## src/rtl/filter_coeff_loader.sv

```systemverilog
// Double-buffered polyphase coefficient store: streams NUM_TAPS words into the
// shadow bank, swaps banks atomically, and serves NUM_PHASE coefficients per group.
module filter_coeff_loader #(
    parameter int COEF_W    = 11,
    parameter int NUM_TAPS  = 20,
    parameter int NUM_PHASE = 4,
    parameter int NUM_GROUP = 5
) (
    input  logic              clk_i,
    input  logic              rst_i,
    input  logic              load_start_i,
    input  logic              coef_valid_i,
    input  logic [COEF_W-1:0] coef_data_i,
    output logic              coef_ready_o,
    output logic              busy_o,
    output logic              load_done_o,
    output logic              load_err_o,
    input  logic              start_i,
    input  logic              change_i,
    output logic [COEF_W-1:0] filter_phase1_o,
    output logic [COEF_W-1:0] filter_phase2_o,
    output logic [COEF_W-1:0] filter_phase3_o,
    output logic [COEF_W-1:0] filter_phase4_o
);

    localparam int IDX_W = $clog2(NUM_TAPS);
    localparam int GRP_W = $clog2(NUM_GROUP);

    // Symmetric lowpass default, tap order 0..NUM_TAPS-1.
    localparam int DEFAULT_SET [NUM_TAPS] = '{
        3, 2, -3, -13, -23, -16, 26, 102, 189, 247,
        247, 189, 102, 26, -16, -23, -13, -3, 2, 3
    };

    typedef enum logic [1:0] {
        IDLE,
        LOAD,
        COMMIT
    } state_t;

    state_t            state_q, state_d;
    logic [IDX_W-1:0]  wr_cnt;
    logic [GRP_W-1:0]  grp;
    logic              act;
    logic [COEF_W-1:0] bank0 [NUM_TAPS];
    logic [COEF_W-1:0] bank1 [NUM_TAPS];

    logic wr_en;
    logic cnt_clr;
    logic commit;

    // NOTE: sequential state uses non-blocking assignments so every register
    // samples the pre-edge values regardless of process evaluation order.
    always_ff @(posedge clk_i) begin
        if (rst_i) state_q <= IDLE;
        else       state_q <= state_d;
    end

    // NOTE: every output of this block gets a default first, so no path can
    // leave a signal unassigned and infer a latch.
    always_comb begin
        state_d      = state_q;
        coef_ready_o = 1'b0;
        busy_o       = 1'b0;
        load_done_o  = 1'b0;
        load_err_o   = 1'b0;
        wr_en        = 1'b0;
        cnt_clr      = 1'b0;
        commit       = 1'b0;
        unique case (state_q)
            IDLE: begin
                if (load_start_i) begin
                    cnt_clr = 1'b1;
                    state_d = LOAD;
                end
            end
            LOAD: begin
                coef_ready_o = 1'b1;
                busy_o       = 1'b1;
                if (load_start_i) begin
                    // Restart: the word offered this cycle is accepted and dropped.
                    load_err_o = 1'b1;
                    cnt_clr    = 1'b1;
                end else if (coef_valid_i) begin
                    wr_en = 1'b1;
                    if (wr_cnt == IDX_W'(NUM_TAPS - 1)) state_d = COMMIT;
                end
            end
            COMMIT: begin
                busy_o      = 1'b1;
                load_done_o = 1'b1;
                commit      = 1'b1;
                state_d     = IDLE;
            end
            default: state_d = IDLE;
        endcase
    end

    // NOTE: the banks are reset explicitly because the default set must be
    // live straight out of reset; this keeps them in flops, not RAM macros.
    always_ff @(posedge clk_i) begin
        if (rst_i) begin
            wr_cnt <= '0;
            grp    <= '0;
            act    <= 1'b0;
            for (int i = 0; i < NUM_TAPS; i++) begin
                bank0[i] <= COEF_W'(DEFAULT_SET[i]);
                bank1[i] <= '0;
            end
        end else begin
            if (cnt_clr || commit) wr_cnt <= '0;
            else if (wr_en)        wr_cnt <= wr_cnt + IDX_W'(1);

            // Only the shadow bank is ever written.
            if (wr_en) begin
                if (act) bank0[wr_cnt] <= coef_data_i;
                else     bank1[wr_cnt] <= coef_data_i;
            end

            if (commit) act <= ~act;

            if (commit || start_i)                              grp <= '0;
            else if (change_i && grp == GRP_W'(NUM_GROUP - 1)) grp <= '0;
            else if (change_i)                                  grp <= grp + GRP_W'(1);
        end
    end

    logic [IDX_W-1:0]  rd_base;
    logic [COEF_W-1:0] rd_coef [4];

    always_comb begin
        rd_base = IDX_W'(grp) * IDX_W'(NUM_PHASE);
        for (int k = 0; k < 4; k++) begin
            rd_coef[k] = act ? bank1[rd_base + IDX_W'(k)] : bank0[rd_base + IDX_W'(k)];
        end
    end

    assign filter_phase1_o = rd_coef[0];
    assign filter_phase2_o = rd_coef[1];
    assign filter_phase3_o = rd_coef[2];
    assign filter_phase4_o = rd_coef[3];

endmodule
```

## config.mk

```make
export PLATFORM = sky130hd
export DESIGN_NAME = filter_coeff_loader
export DESIGN_NICKNAME = d
export VERILOG_FILES = /design/src/rtl/filter_coeff_loader.sv
export SDC_FILE = /design/constraint.sdc
export NUM_CORES = 1
export LEC_CHECK = 0
export CAP_MARGIN = 20
export CELL_PAD_IN_SITES_DETAIL_PLACEMENT = 1
export CELL_PAD_IN_SITES_GLOBAL_PLACEMENT = 1
export CORE_ASPECT_RATIO = 0.6
export CORE_MARGIN = 4
export CORE_UTILIZATION = 57
export DETAILED_ROUTE_END_ITERATION = 6
export PLACE_DENSITY = 0.84
export SLEW_MARGIN = 40
export SYNTH_ARGS = -nofsm -noshare
export SYNTH_HDL_FRONTEND = slang
export SYNTH_SLANG_ARGS = --single-unit
```

## constraint.sdc

```tcl
create_clock -name clk_i -period 4.2 [get_ports clk_i]
set_input_delay 0.42 -clock clk_i [delete_from_list [all_inputs] [get_ports clk_i]]
set_output_delay 0.42 -clock clk_i [all_outputs]
set_load 0.005 [all_outputs]
```

# After elaboration in Yosys (flattened, before gate mapping)
# Memory sizes are Yosys's and may differ from the RTL's. A register that Yosys moved wholly into a read port is not among the register bits.
# Cells that the tools add are included.
dict set report op_classes {
  reduce_logical 11
  n_mux 38
  eq_ne 8
  n_addsub 5
  n_bitwise 1
}
# op n
set op_table {}
lappend op_table {{2-to-1 mux 11 bit} 6}
lappend op_table {{2-to-1 mux 5 bit} 6}
lappend op_table {{OR reduction 11 bit} 2}
lappend op_table {{2-to-1 mux 1 bit} 21}
lappend op_table {{adder 5 x 1 -> 5 bit, second input constant} 2}
lappend op_table {{adder 5 x 2 -> 5 bit, second input constant} 2}
lappend op_table {{2-to-1 mux 2 bit} 4}
lappend op_table {{!= test 2 bit, second input constant} 4}
lappend op_table {{OR reduction 2 bit} 3}
lappend op_table {{== test 5 bit, second input constant} 1}
lappend op_table {{case mux 2 bit (2 select lines)} 1}
lappend op_table {{AND reduction 4 bit} 1}
lappend op_table {{adder 3 x 1 -> 3 bit, second input constant} 1}
lappend op_table {{== test 3 bit, second input constant} 1}
lappend op_table {{OR reduction 3 bit} 1}
lappend op_table {{== test 2 x 1 -> 1 bit, second input constant} 1}
lappend op_table {{== test 2 bit, second input constant} 1}
lappend op_table {{zero test 2 bit} 1}
lappend op_table {{logical OR 1 bit} 2}
lappend op_table {{logical AND 1 bit} 1}
lappend op_table {{inverter 1 bit} 1}
dict set report word_totals {
  register_bits 11
  word_cells 69
  input_bits 17
  mem_bits_rw 440
  memories 2
  out_inout_bits 48
}
# name words word_bits rd rd_clocked_by_memory_dff wr line_no
set mem_list {}
lappend mem_list {bank0 20 11 4 1 20 45} ;# logic [COEF_W-1:0] bank0 [NUM_TAPS];
lappend mem_list {bank1 20 11 4 1 20 46} ;# logic [COEF_W-1:0] bank1 [NUM_TAPS];

# Logic depth before layout (Yosys ltp)
dict set report logic_depth {
  word_depth 8
  ltp_mapped 9
  depth_no_buf 6
}

# Worst setup path before layout
# OpenSTA, ideal clock, no wires.
dict set report synth_timing {
  path_type {reg-to-reg}
  startpoint {reg state_q[1]}
  endpoint {mem bank1[25][0] (enable)}
  t_required_ps 3822
  setup_ps 378
  setup_slack_ps 1743
  arrival_ps 2079
  n_path_buf 2
  synth_period_minus_slack_ps 2457
  path_stages_with_launch 8
  cell_sequence {dfxtp_1 -> inv_1 -> ha_1 -> clkbuf_1 -> nor2b_1 -> nand3_1 -> clkbuf_1 -> nor2_1}
}
# element line_no
set synth_lines {}
lappend synth_lines {{from (decl)} 41} ;# state_t state_q, state_d;
lappend synth_lines {{from (signal assigned)} 56} ;# else state_q <= state_d;
lappend synth_lines {{to (decl)} 46}

# Final worst setup path
dict set report layout_timing {
  startpoint {reg grp[2]}
  endpoint {out filter_phase4_o[8]}
}
dict set report layout_via {
  elab_chain_len 3
  word_cells_on_any_way 4
  cone_classes {add/sub (1); mux (1); memory (2)}
}
# element line_no
set layout_rtl {}
lappend layout_rtl {{from (decl)} 43} ;# logic [GRP_W-1:0] grp;
lappend layout_rtl {{from (signal assigned)} 124} ;# else if (change_i) grp <= grp + GRP_W'(1);
lappend layout_rtl {{adder 5 x 2 -> 5 bit *} 134} ;# rd_coef[k] = act ? bank1[rd_base + IDX_W'(k)] : bank0[rd_base + IDX_W'(k)];
lappend layout_rtl {{memory read (20 x 11 bit) (on tied branches)} n/a}
lappend layout_rtl {{2-to-1 mux 11 bit *} 134}
lappend layout_rtl {{to (decl)} 23} ;# output logic [COEF_W-1:0] filter_phase4_o
# Mark *: on every way between the ends. The rest lies on a longest branch, timed or not.

==> results.toml <==
[clocking]
clk_transition_reported_paths_ps = 60
tritoncts = "built"
cts_setup_buffers = 0
ctsHoldBuffers = 0
cts.repair.resized = 0
root_buffer = "sky130_fd_sc_hd__clkbuf_16"
htree_num_levels = 3
max-clock-path-buffers = 3
tritoncts.num_buffers = 66
clk-insertion-delay-late_ps = 610
tritoncts_num_sinks = 718

[placement]
gp_routability_congestion = 0.866
placed_cells_incl_taps = 2650
port_buffers = 64
hpwl_um = 58900

[floorplan]
die_outline_area_um2 = 58200
floorplan.die.width_um = 309
floorplan.die.height_um = 189
floorplan.io_pins = 65
rows = 65
core_area_um2 = 53100
initial_core_util_pct = 58.3

[setup_path]
timing.critical_path.buf_inv = 2
worstSetupStartpointType = "register"
endpoint_kind = "output port"
worstPathRequired_ps = 3780
worstPathCellList = "nor2b_2 > buf_4 > a22oi_1 > nand3_1 > o21ai_0 > clkdlybuf4s50_1"
crit_family = "buffers and inverters"
critical_path.max_stage_delay_ps = 780
worstReg2RegEnd = "bank1[7][5]$_SDFFCE_PN0P_"
cp_max_fo = 21
crit-reg2reg-launch = "state_q[1]$_SDFFE_PP0P_"
cp_slowest_cell = "sky130_fd_sc_hd__dfxtp_2"
worst-setup-path-type = "register to output port"
cp.arrival_ps = 3520
path_depth = 6
r2r_setup_slk_ps = 1120
r2r.worst_path.cells = 6

[power]
vdd_ir_drop_max_mv = 0.336
power.static_leakage_uw = 0.0109
cellPowerDensity_nw_per_um2 = 435
design_power_total_uw = 15100

[flow_run]
drv.max_cap_violation_count = 0

[hold_path]
whs_endpoint = "bank1[30][6]$_DFFE_PP_"
min-delay-path-class = "input pin to register"
holdPathStages = 1
timing.hold.worst.start = "coef_data_i[6]"

[final_layout]
num_antenna_cells = 0
regArea_um2 = 21400
final-instance-count-excl-fill = 2770
area_taken_by_multi_input_logic_gates_um2 = 8870
layout.cells.most_common_list = "sky130_fd_sc_hd__edfxtp_1 (704), sky130_fd_sc_hd__and2_1 (268), sky130_fd_sc_hd__mux2i_1 (158), sky130_fd_sc_hd__mux4_2 (114), sky130_fd_sc_hd__or3_1 (97)"
drive_gt1_share_pct = 17.9
nFillCells = 4613
postLayoutCoreUtil_pct = 65.3
final_net_count = 2042
area.growth.synth_to_final_pct = 12.0
layout_commonest_cell = "sky130_fd_sc_hd__edfxtp_1"

[timing]
drv_slew = 0
report.final.setup_viol = 0
timing.fmax_mhz = 254
hold_ws_ps = 257
max_slew.worst_pin.slew_ps = 871
period_share_pct = 93.7
timing_hold_violations_final = 0
timing.max_slew.rel_slack_pct = 41.8
rsz0062_at_grt = "no"
post-route-min-period_ps = 3940
setup_tns_ps = 0
finClkSkew_ps = 21.6

[yosys]
syn_nets = 1976
synth-seq-cells = 718
post_synth_inst_count = 1949
async_reset_ff_share_pct = 0
seq_area_frac_synth_pct = 69.2
synth_area_um2 = 31000
post_synth.cell_area_avg_um2 = 15.9
ys_types = 40
yosysWarningCount = 0
synth_enable_flop_cells = 704
synth_flop_cell = "sky130_fd_sc_hd__edfxtp_1"

[route]
drc = 0
dr.first_iter.drc_count = 2461
postRouteWirelength_um = 93200
route.vias.total = 18500
wl_per_cell_um = 33.7
antenna_violating_nets_post_route = 0
routed_via_count_divided_by_cell_count = 6.68
detail_route.first_pass.iterations = 5

[grt]
maximum_number_of_pins_on_one_net_before_global_route_repair = 65
grt_first_pass_wirelength_um = 135000
global_route.overflow_total = 0
number_of_global_route_vias_before_repair = 19600
grt_antenna_before_repair = 2
grt_usage_pct = 32.4

[status]
status = "complete, no violations"
-- how the worst max path moves through the flow --
stage	end	slack (ps)	startpoint
after floorplan	bank1[25][0]$_DFFE_PP_	1740	state_q[1]$_SDFFE_PP0P_
after global placement	filter_phase3_o[7]	1060	grp[0]$_SDFFE_PP0P_
after detailed placement	bank1[27][2]$_DFFE_PP_	900	load_start_i
after CTS	filter_phase3_o[8]	250	grp[0]$_SDFFE_PP0P_
after global routing	filter_phase3_o[7]	60	grp[0]$_SDFFE_PP0P_
final	filter_phase4_o[8]	260	grp[2]$_SDFFE_PP0P_
-- final cells by class --
| class | instances | area share (%) |
|---|---|---|
| inverter | 9 | 0.0974 |
| clock inverter | 32 | 0.751 |
| sequential | 718 | 61.8 |
| clock buffer | 88 | 5.12 |
| multi-input combinational | 1059 | 25.6 |
| tap | 703 | 2.54 |
| timing repair buffer | 161 | 4.10 |
-- routing by layer --
metal	wire (um)	global-route usage, %	up-vias	part of all wire, %
li1	-	-	7565	-
met1	36900	45.7	9675	40
met2	42600	49.5	1053	46
met3	10500	9.56	210	11
met4	3160	9.89	2	3.4
met5	13	0	-	0.014
-- state kept, by name (all words and copies together) (netlist names), named ones only --
| signal | cells |
|---|---|
| wr_cnt | 5 |
| bank1 | 352 |
| grp | 3 |
| act | 1 |
| bank0 | 352 |
| state_q | 2 |
-- cells in the mapped netlist (24+ instances only) --
library cell               instances  share of area [%]
sky130_fd_sc_hd__a22oi_1          62                1.5
sky130_fd_sc_hd__and2_1          268                5.4
sky130_fd_sc_hd__buf_2            27               0.44
sky130_fd_sc_hd__clkbuf_1        120                1.5
sky130_fd_sc_hd__edfxtp_1        704                 68
sky130_fd_sc_hd__mux2i_1         158                5.1
sky130_fd_sc_hd__mux4_2          114                8.3
sky130_fd_sc_hd__nand2_1          28               0.34
sky130_fd_sc_hd__nand3_1          37               0.60
sky130_fd_sc_hd__nor2_1           88                1.1
sky130_fd_sc_hd__nor3_1           58               0.94
sky130_fd_sc_hd__o21ai_0          32               0.52
sky130_fd_sc_hd__o22ai_1          24               0.48
sky130_fd_sc_hd__or2_2            41               0.83
sky130_fd_sc_hd__or3_1            97                2.0
-- cell families (layout without fill, tap and decap cells) --
group / Yosys count / after routing / share of synthesized area (%)
flops: 718 / 718 / 69.2
simple gates: 646 / 646 / 11.9
mux: 272 / 272 / 13.4
buf+inv: 172 / 290 / 2.27
compound gates: 124 / 124 / 2.64
fa+ha+maj: 10 / 10 / 0.404
xor+xnor: 7 / 7 / 0.198
-- report_power, final --
group	internal (uW)	total [uW]	leakage [uW]	switching, uW
Combinational	399	1040	0.00325	638
Sequential	8010	8100	0.00667	88.8
Clock	3190	5930	0.000988	2740
Total	11600	15100	0.0109	3470
-- metrics by stage --
step	instance area, um2	setup WS (ps)
after floorplan	31000	1740
after global routing	34700	61.8
after global placement	32600	1060
after CTS	34700	249
after detailed placement	32600	896
final	34700	263
Power figures use the tool's default switching activity.
